==> src/rtl/ws2812_pkg.sv <==
// Shared types and timing helpers for the WS2812 chain driver.
package ws2812_pkg;

    typedef enum logic [2:0] {
        StIdle,
        StLoad,
        StBitHigh,
        StBitLow,
        StLatch
    } state_e;

    localparam int unsigned DefClkFre   = 27_000_000;
    localparam int unsigned DefT1hNs    = 850;
    localparam int unsigned DefT1lNs    = 400;
    localparam int unsigned DefT0hNs    = 400;
    localparam int unsigned DefT0lNs    = 850;
    localparam int unsigned DefTresetUs = 80;

    // Nanoseconds to clock cycles, truncated, never below one cycle.
    function automatic int unsigned cyc(input longint unsigned clk_fre,
                                        input longint unsigned ns);
        longint unsigned c;
        c = (clk_fre / 64'd1000) * ns / 64'd1_000_000;
        return (c < 64'd1) ? 32'd1 : 32'(c);
    endfunction

endpackage

==> src/rtl/ws2812_bit_tx.sv <==
// Emits one WS2812 bit period: high then low, lengths chosen by the bit value.
module ws2812_bit_tx #(
    parameter int unsigned T1H = 22,
    parameter int unsigned T1L = 10,
    parameter int unsigned T0H = 10,
    parameter int unsigned T0L = 22
) (
    input  logic i_clk,
    input  logic i_reset,
    input  logic i_strobe,
    input  logic i_bit,
    output logic o_high_done,
    output logic o_bit_done
);

    localparam int unsigned CW = 16;

    logic          r_active;
    logic          r_low;
    logic [CW-1:0] r_cnt;
    logic [CW-1:0] w_th_last;
    logic [CW-1:0] w_tl_last;

    assign w_th_last   = i_bit ? CW'(T1H - 1) : CW'(T0H - 1);
    assign w_tl_last   = i_bit ? CW'(T1L - 1) : CW'(T0L - 1);
    assign o_high_done = r_active && !r_low && (r_cnt == w_th_last);
    assign o_bit_done  = r_active && r_low && (r_cnt == w_tl_last);

    // A strobe on the final low cycle chains straight into the next bit.
    always_ff @(posedge i_clk) begin
        if (i_reset) begin
            r_active <= 1'b0;
            r_low    <= 1'b0;
            r_cnt    <= '0;
        end else if (i_strobe) begin
            r_active <= 1'b1;
            r_low    <= 1'b0;
            r_cnt    <= '0;
        end else if (o_high_done) begin
            r_low <= 1'b1;
            r_cnt <= '0;
        end else if (o_bit_done) begin
            r_active <= 1'b0;
            r_low    <= 1'b0;
            r_cnt    <= '0;
        end else if (r_active) begin
            r_cnt <= r_cnt + CW'(1);
        end
    end

endmodule

==> src/rtl/ws2812_chain.sv <==
// WS2812 strip driver: host-writable frame buffer serialised MSB-first onto one data line.
module ws2812_chain
    import ws2812_pkg::*;
#(
    parameter int unsigned CLK_FRE      = DefClkFre,
    parameter int unsigned LED_COUNT    = 8,
    parameter int unsigned BIT_WIDTH    = 24,
    parameter int unsigned T1H_NS       = DefT1hNs,
    parameter int unsigned T1L_NS       = DefT1lNs,
    parameter int unsigned T0H_NS       = DefT0hNs,
    parameter int unsigned T0L_NS       = DefT0lNs,
    parameter int unsigned TRESET_US    = DefTresetUs,
    parameter int unsigned AUTO_REFRESH = 0,
    parameter int unsigned AW           = (LED_COUNT > 1) ? $clog2(LED_COUNT) : 1
) (
    input  logic                 i_clk,
    input  logic                 i_reset,
    input  logic                 i_wr_en,
    input  logic [AW-1:0]        i_wr_addr,
    input  logic [BIT_WIDTH-1:0] i_wr_data,
    input  logic                 i_start,
    output logic                 o_busy,
    output logic                 o_done,
    output logic                 o_ws2812
);

    localparam int unsigned C1H  = cyc(64'(CLK_FRE), 64'(T1H_NS));
    localparam int unsigned C1L  = cyc(64'(CLK_FRE), 64'(T1L_NS));
    localparam int unsigned C0H  = cyc(64'(CLK_FRE), 64'(T0H_NS));
    localparam int unsigned C0L  = cyc(64'(CLK_FRE), 64'(T0L_NS));
    localparam int unsigned CRST = cyc(64'(CLK_FRE), 64'(TRESET_US) * 64'd1000);
    localparam int unsigned BW   = (BIT_WIDTH > 1) ? $clog2(BIT_WIDTH) : 1;
    localparam int unsigned LW   = $clog2(CRST + 1);

    // Not cleared by reset, so a reset mid-frame keeps the pixel data.
    logic [BIT_WIDTH-1:0] r_mem [LED_COUNT] = '{default: '0};

    state_e               r_state;
    state_e               w_state_next;
    logic [BIT_WIDTH-1:0] r_shift;
    logic [AW-1:0]        r_led;
    logic [BW-1:0]        r_bit;
    logic [LW-1:0]        r_lcnt;
    logic                 r_ws2812;
    logic                 r_done;
    logic [AW-1:0]        w_rd_addr;
    logic [BIT_WIDTH-1:0] w_rd_data;
    logic                 w_start;
    logic                 w_wr_ok;
    logic                 w_word_end;
    logic                 w_last_led;
    logic                 w_frame_end;
    logic                 w_latch_end;
    logic                 w_strobe;
    logic                 w_high_done;
    logic                 w_bit_done;

    assign w_start     = i_start || (AUTO_REFRESH != 0);
    assign w_wr_ok     = {1'b0, i_wr_addr} < (AW + 1)'(LED_COUNT);
    assign w_word_end  = r_bit == BW'(BIT_WIDTH - 1);
    assign w_last_led  = r_led == AW'(LED_COUNT - 1);
    assign w_frame_end = w_word_end && w_last_led;
    assign w_latch_end = (r_state == StLatch) && (r_lcnt == LW'(CRST - 1));
    assign w_strobe    = (r_state == StLoad) ||
                         ((r_state == StBitLow) && w_bit_done && !w_frame_end);
    assign w_rd_addr   = (r_state == StLoad) ? '0 : r_led + AW'(1);
    assign w_rd_data   = r_mem[w_rd_addr];

    assign o_busy   = r_state != StIdle;
    assign o_done   = r_done;
    assign o_ws2812 = r_ws2812;

    always_ff @(posedge i_clk) begin
        if (i_wr_en && w_wr_ok) begin
            r_mem[i_wr_addr] <= i_wr_data;
        end
    end

    ws2812_bit_tx #(
        .T1H (C1H),
        .T1L (C1L),
        .T0H (C0H),
        .T0L (C0L)
    ) u_bit_tx (
        .i_clk       (i_clk),
        .i_reset     (i_reset),
        .i_strobe    (w_strobe),
        .i_bit       (r_shift[BIT_WIDTH-1]),
        .o_high_done (w_high_done),
        .o_bit_done  (w_bit_done)
    );

    always_ff @(posedge i_clk) begin
        if (i_reset) begin
            r_state <= StIdle;
        end else begin
            r_state <= w_state_next;
        end
    end

    always_comb begin
        w_state_next = r_state;
        case (r_state)
            StIdle:    if (w_start) w_state_next = StLoad;
            StLoad:    w_state_next = StBitHigh;
            StBitHigh: if (w_high_done) w_state_next = StBitLow;
            StBitLow:  if (w_bit_done) w_state_next = w_frame_end ? StLatch : StBitHigh;
            StLatch:   if (w_latch_end) w_state_next = w_start ? StLoad : StIdle;
            default:   w_state_next = StIdle;
        endcase
    end

    always_ff @(posedge i_clk) begin
        if (i_reset) begin
            r_shift  <= '0;
            r_led    <= '0;
            r_bit    <= '0;
            r_lcnt   <= '0;
            r_ws2812 <= 1'b0;
            r_done   <= 1'b0;
        end else begin
            r_ws2812 <= r_state == StBitHigh;
            r_done   <= w_latch_end;
            case (r_state)
                StLoad: begin
                    r_shift <= w_rd_data;
                    r_led   <= '0;
                    r_bit   <= '0;
                end
                StBitLow: begin
                    if (w_bit_done) begin
                        if (w_word_end) begin
                            r_bit <= '0;
                            if (!w_last_led) begin
                                r_led   <= r_led + AW'(1);
                                r_shift <= w_rd_data;
                            end
                        end else begin
                            r_bit   <= r_bit + BW'(1);
                            r_shift <= {r_shift[BIT_WIDTH-2:0], 1'b0};
                        end
                    end
                end
                StLatch: r_lcnt <= w_latch_end ? '0 : r_lcnt + LW'(1);
                default: ;
            endcase
        end
    end

endmodule

==> config.mk <==
export PLATFORM = sky130hd
export DESIGN_NAME = ws2812_chain
export DESIGN_NICKNAME = d
export VERILOG_FILES = /design/src/rtl/ws2812_pkg.sv /design/src/rtl/ws2812_bit_tx.sv /design/src/rtl/ws2812_chain.sv
export SDC_FILE = /design/constraint.sdc
export NUM_CORES = 1
export LEC_CHECK = 0
export BUFFER_PORTS_ARGS = -buffer_cell sky130_fd_sc_hd__buf_2
export CAP_MARGIN = 0
export CORE_AREA = 2 2 135 137
export DETAILED_ROUTE_END_ITERATION = 8
export DIE_AREA = 0 0 137 139
export GPL_ROUTABILITY_DRIVEN = 1
export PLACE_DENSITY = 0.89
export SLEW_MARGIN = 20
export SYNTH_ARGS = -nofsm -noshare
export SYNTH_HDL_FRONTEND = slang
export SYNTH_SLANG_ARGS = --single-unit
==> constraint.sdc <==
create_clock -name i_clk -period 2.8 [get_ports i_clk]
set_input_delay 0.28 -clock i_clk [delete_from_list [all_inputs] [get_ports i_clk]]
set_output_delay 0.28 -clock i_clk [all_outputs]
set_load 0.05 [all_outputs]
==> metrics.cfg, run 1 <==
[sta]
final_hold_viol_count=0
fin_setup_tns_ns=0
rsz0062_at_grt=false
tightest_slew_ns=0.775
slew_viol_final=0
max_freq_mhz=376
fin_crit_sh_pct=95.0
slew_headroom_pct=48.3
skew_ns=0.0271
period_needed_ns=2.66
setup_viol=0
fin_ws_ns=0.141
worst_hold_slack_ns=0.00621

[clock_tree]
cts_tree=done
clk_latency_ns=0.55
clkSinkCount=259
ctsHtreeMaxLevel=1
clockRootBuffer=clkbuf_16
clockBufferDepth=3
path_clk_slew_ns=0.07
cts_made_buffers=26

[yosys]
yosysWarnings=0
synth_cells=819
synth_edf_count=192
syn_area_sq_um=10800
yosysTopAreaCell=edfxtp_1
ys_seq_area_share_pct=66.1
syn_nets=856
synthTopCellsByArea=edfxtp_1 (54%), dfxtp_1 (12%), mux2i_1 (2.6%)
async_flop_share_pct=0
synth_ff_type=edfxtp_1
ys_seq_elements=259
synth_top_area_share_pct=53.6
yosysUniqueCellTypes=61
synth.avg_cell_area_sq_um=13.1

[cells_and_area]
final_util_pct=69.4
num-fill-cells=1132
layout.cells.non_filler=1116
stdcell_area_sq_um=12300
antenna_cells=0
layout-drive-gt1-share_pct=20.1
syn2layout_area_growth_pct=14.0
fin_nets=904

[worst_hold_path]
hold_path_depth=1
hold_path.class=in2reg
whs_endpoint=r_mem[5][6]$_DFFE_PP_
min_from=i_wr_data[6]

[worst_setup_path]
arrival_ns=3.08
r2r_start=u_bit_tx.r_cnt[0]$_SDFFE_PP0P_
endpoint_kind=flip-flop
r2r-end=r_shift[17]$_SDFFE_PP0P_
critical_path_required_ns=3.22
startpoint_type=flip-flop
worstSetupPathType=reg2reg
crit_fanout=11
r2r_setup_slack_ns=0.14
worstRegToRegCells=7

[floorplanning]
ioPinCount=34
num_rows=49
die_w_um=137
coreArea_sq_um=17700
fp.dieArea_sq_um=19000
die_h_um=139
start_util_pct=60.9

[place]
gp_congestion=0.784
placed_area_sq_um=11400
io_buffers=33
dp.cells=1063
dp_slack_ns=0.125
post-dp-hpwl_mm=13.9

[power]
power_mw=8.27
p_leak_nw=4.04
power.density_nw_per_um2=674
ir_drop_uv=584

[routing]
vias=7386
firstDrtPassIters=6
totalWireLength_mm=24.4
wl_per_cell_um=21.8
drcViolationCount=0
ant_nets=0
drtIter0Drc=817
viasPerCell=6.62

[global_route]
grt_usage_pct=26.0
top_usage_layer=met2
grt_pass1_vias=7362
grt_start_max_net_pins=55
gr-usage-met2_pct=43.6
grt_use_met3_pct=4.02
gr-usage-met1_pct=33.8
antenna_found_initial=0
overflow=0
grt_pass1_wl_mm=38.5

[status]
status=complete, no violations

[job]
cap_violations=0

## cells by family after synthesis
logic type | Yosys count | synth area share (%)
buf+inv | 71 | 2.85
simple gates | 230 | 11.1
flops | 259 | 66.1
compound gates | 179 | 12.4
fa+ha+maj | 6 | 0.698
mux | 50 | 4.91
xor+xnor | 24 | 1.95
## worst max path at each step
stage,start,to,slack (ns),cells after the start
after floorplan,i_wr_addr[2],r_mem[0][0]$_DFFE_PP_,0.24,2
after global placement,u_bit_tx.r_cnt[0]$_SDFFE_PP0P_,r_shift[4]$_SDFFE_PP0P_,0.30,7
after detailed placement,u_bit_tx.r_cnt[0]$_SDFFE_PP0P_,r_shift[9]$_SDFFE_PP0P_,0.12,7
after CTS,u_bit_tx.r_cnt[0]$_SDFFE_PP0P_,r_shift[5]$_SDFFE_PP0P_,0.09,7
after global routing,u_bit_tx.r_cnt[0]$_SDFFE_PP0P_,r_shift[7]$_SDFFE_PP0P_,0.02,7
final,u_bit_tx.r_cnt[0]$_SDFFE_PP0P_,r_shift[17]$_SDFFE_PP0P_,0.14,7
## cell usage after synthesis, types with 11 or more instances
cell,n
inv_1,12
edfxtp_1,192
a211oi_1,26
nor2_1,74
nor3_1,28
mux2_2,22
a311oi_1,22
a221oi_1,23
nand2_1,28
a21oi_1,11
mux2i_1,28
o221a_2,22
clkbuf_1,41
o21ai_0,53
dfxtp_1,67
xor2_1,18
nand3_1,31
## final cells by class
class	instances	area (sq um)	share of cell area, %
sequential	259	7110	58.0
multi-input combinational	489	3390	27.6
tap	229	287	2.34
clock buffer	36	718	5.86
timing repair buffer	78	578	4.71
inverter	13	48.8	0.398
clock inverter	12	133	1.08
## power breakdown
group | total [mW] | switching, mW | internal (mW)
clock network | 3.42 | 1.44 | 1.99
logic | 0.538 | 0.331 | 0.207
registers | 4.31 | 0.0547 | 4.25
## sequential cells by signal, indices dropped and copies added, names as in the netlist
name               count
o_done                 1
r_mem                192
r_led                  3
u_bit_tx.r_low         1
o_ws2812               1
r_lcnt                12
r_bit                  5
r_state                3
u_bit_tx.r_active      1
r_shift               24
u_bit_tx.r_cnt        16
## critical path, cell delays in order, from the launching register on
cell and delay [ns]:
dfxtp_1 0.40, ha_1 0.19, or4b_1 0.47, or4_4 0.50
nor4b_4 0.34, buf_4 0.28, nor3_1 0.07, a311oi_1 0.31
## placed cells by master, fill, tap and decap left out, drive strengths merged, types with 5 or more instances in the layout
master / count
edfxtp: 192
nor2: 74
buf: 73
dfxtp: 67
o21ai: 53
clkbuf: 36
nand3: 31
mux2i: 28
nand2: 28
nor3: 28
a211oi: 26
a221oi: 23
o221a: 22
a311oi: 22
mux2: 22
xor2: 18
inv: 13
a21oi: 11
nand4: 10
and3: 10
nand2b: 9
clkinv: 9
xnor2: 6
ha: 6
nor4: 5
dlygate4sd3: 5
## per-layer routing
metal  share of wire (%)  vias up
met3                 9.2       88
met4                 4.0        0
li1                    -     3276
met2                  49      445
met5                   0        -
met1                  38     3577
## what timing repair did
| action | in CTS | in global routing |
|---|---|---|
| setup buffers | 0 | 0 |
| endpoints found under the hold margin | 32 | 0 |
| resized for setup | 0 | 1 |
| setup endpoints to repair | 0 | 21 |
| hold buffers | 5 | 0 |
(Power assumes the default switching activity.)
==> run 2: changes to the inputs <==
- CTS_BUF_LIST: unset -> sky130_fd_sc_hd__clkbuf_2
- SLEW_MARGIN: 20 -> unset
==> metrics.cfg, run 2 (same netlist as run 1, synthesis figures left out) <==
[cells_and_area]
syn2layout_area_growth_pct=13.9
largest_register_ff_count=192
seqCellArea_sq_um=7110
num-fill-cells=1169
top_regs=r_mem: 192 flops, r_shift: 24 flops, u_bit_tx.r_cnt: 16 flops
most-common-layout-cells=edfxtp_1 (192), clkbuf_2 (95), nor2_1 (67), dfxtp_1 (66), o21ai_0 (53)
layout_commonest_cell=edfxtp_1
multi_input_comb_area_sq_um=3390
layout-drive-gt1-share_pct=24.8
fin_nets=965
top_register=r_mem

[place]
post-dp-hpwl_mm=13.9
gp_congestion=0.784
io_buffers=33
dp_slack_ns=0.125

[worst_setup_path]
worstSetupPathType=reg2reg
critical_path_required_ns=3.51
arrival_ns=3.27
crit_fanout=13
worstRegToRegCells=7
startpoint_type=flip-flop
r2r-end=r_shift[12]$_SDFFE_PP0P_
r2r_setup_slack_ns=0.24
endpoint_kind=flip-flop
r2r_start=u_bit_tx.r_cnt[0]$_SDFFE_PP0P_

[routing]
totalWireLength_mm=24.3
ant_nets=0
vias=7594
drtIter0Drc=1048
drcViolationCount=0
wl_per_cell_um=20.1
firstDrtPassIters=5
viasPerCell=6.28

[clock_tree]
ctsHtreeMaxLevel=2
clockRootBuffer=clkbuf_2
cts_tree=done
clkSinkCount=259
cts_setup_buffers=0
cts_made_buffers=60
clockBufferDepth=3
path_clk_slew_ns=0.13
clk_latency_ns=0.92

[sta]
slew_viol_final=0
final_hold_viol_count=0
fin_crit_sh_pct=91.4
rsz0062_at_grt=false
skew_ns=0.142
fin_setup_tns_ns=0
setup_viol=0
max_freq_mhz=391
period_needed_ns=2.56
fin_ws_ns=0.241
tightest_slew_ns=0.761
slew_headroom_pct=49.2

[job]
cap_violations=0

[worst_hold_path]
hold_path_depth=3
hold_path.class=in2reg
min_from=i_wr_en
whs_endpoint=r_mem[1][11]$_DFFE_PP_

[power]
power.density_nw_per_um2=593
p_leak_nw=4.18
ir_drop_uv=422

[global_route]
grt_pass1_vias=7643
grt_start_max_net_pins=55
antenna_found_initial=1
grt_pass1_wl_mm=38.4
overflow=0
grt_usage_pct=26.0

[floorplanning]
num_rows=49
die_h_um=139
die_w_um=137
coreArea_sq_um=17700
start_util_pct=60.9
ioPinCount=34
fp.dieArea_sq_um=19000

[status]
status=complete, no violations

-- run 2: cell types whose count changed in the layout (fill, tap and decap cells not counted) --
cell	previous run	this run
clkbuf_2	0	95
dlygate4sd3_1	5	32
clkbuf_16	26	0
clkinv_1	4	12
clkbuf_1	7	0
clkbuf_8	3	0
bufinv_16	2	0
clkinv_16	1	0
clkinvlp_4	1	0
diode_2	0	1
inv_2	1	2
inv_6	0	1
inv_8	0	1
-- run 2: worst max-delay path by stage --
stage | startpoint | to | cells after the start
3_3_place_gp | u_bit_tx.r_cnt[0]$_SDFFE_PP0P_ | r_shift[4]$_SDFFE_PP0P_ | 7
3_5_place_dp | u_bit_tx.r_cnt[0]$_SDFFE_PP0P_ | r_shift[9]$_SDFFE_PP0P_ | 7
6_report | u_bit_tx.r_cnt[0]$_SDFFE_PP0P_ | r_shift[12]$_SDFFE_PP0P_ | 7
4_1_cts | u_bit_tx.r_cnt[0]$_SDFFE_PP0P_ | r_shift[12]$_SDFFE_PP0P_ | 7
5_1_grt | u_bit_tx.r_cnt[0]$_SDFFE_PP0P_ | r_shift[17]$_SDFFE_PP0P_ | 7
2_1_floorplan | i_wr_addr[2] | r_mem[0][0]$_DFFE_PP_ | 2
-- run 2: metrics by stage --
step	instance area, sq um	utilization [%]	power [mW]	instances	hold slack [ns]
finish	12200	69.4	7.26	1210	0.0764
global route	12200	69.4	7.55	1210	0.0642
CTS	12200	69.3	7.29	1209	0.0211
detailed placement	11400	64.3	4.89	1063	0.479
global placement	11400	64.3	4.86	1063	0.458
floorplan	10800	-	4.70	819	0.379
-- run 2: cell type report --
cell class              instances  share of cell area [%]
repair buffers                105                    6.93
well taps                     229                    2.34
flip-flops and latches        259                    58.0
inverters                      13                   0.398
multi-input cells             489                    27.7
clock inverters                19                   0.725
clock buffers                  95                    3.88
diodes                          1                  0.0204
-- run 2: layer usage --
layer	track usage, %	vias up	wire length (um)
li1	-	3441	-
met1	31.5	3655	9140
met2	44.0	423	12200
met3	5.63	75	2170
met4	12.3	0	793
met5	0	-	0
-- run 2: what timing repair did --
item | CTS | global route
endpoints found under the hold margin | 271 | 0
resized for setup | 0 | 1
endpoints found under the setup margin | 0 | 2
hold buffers | 32 | 0
-- run 2: power breakdown --
part	internal (mW)	switching (mW)	total, mW
registers	4.25	0.0525	4.30
clock network	0.921	1.49	2.41
logic	0.230	0.329	0.559
total	5.40	1.87	7.26
-- run 2: critical path, stage by stage (launching register included) --
cell and delay, ns:
dfxtp_1 0.41, ha_1 0.16, or4b_1 0.46, or4_4 0.50, nor4b_4 0.34, buf_4 0.28
nor3_1 0.08, a311oi_1 0.24
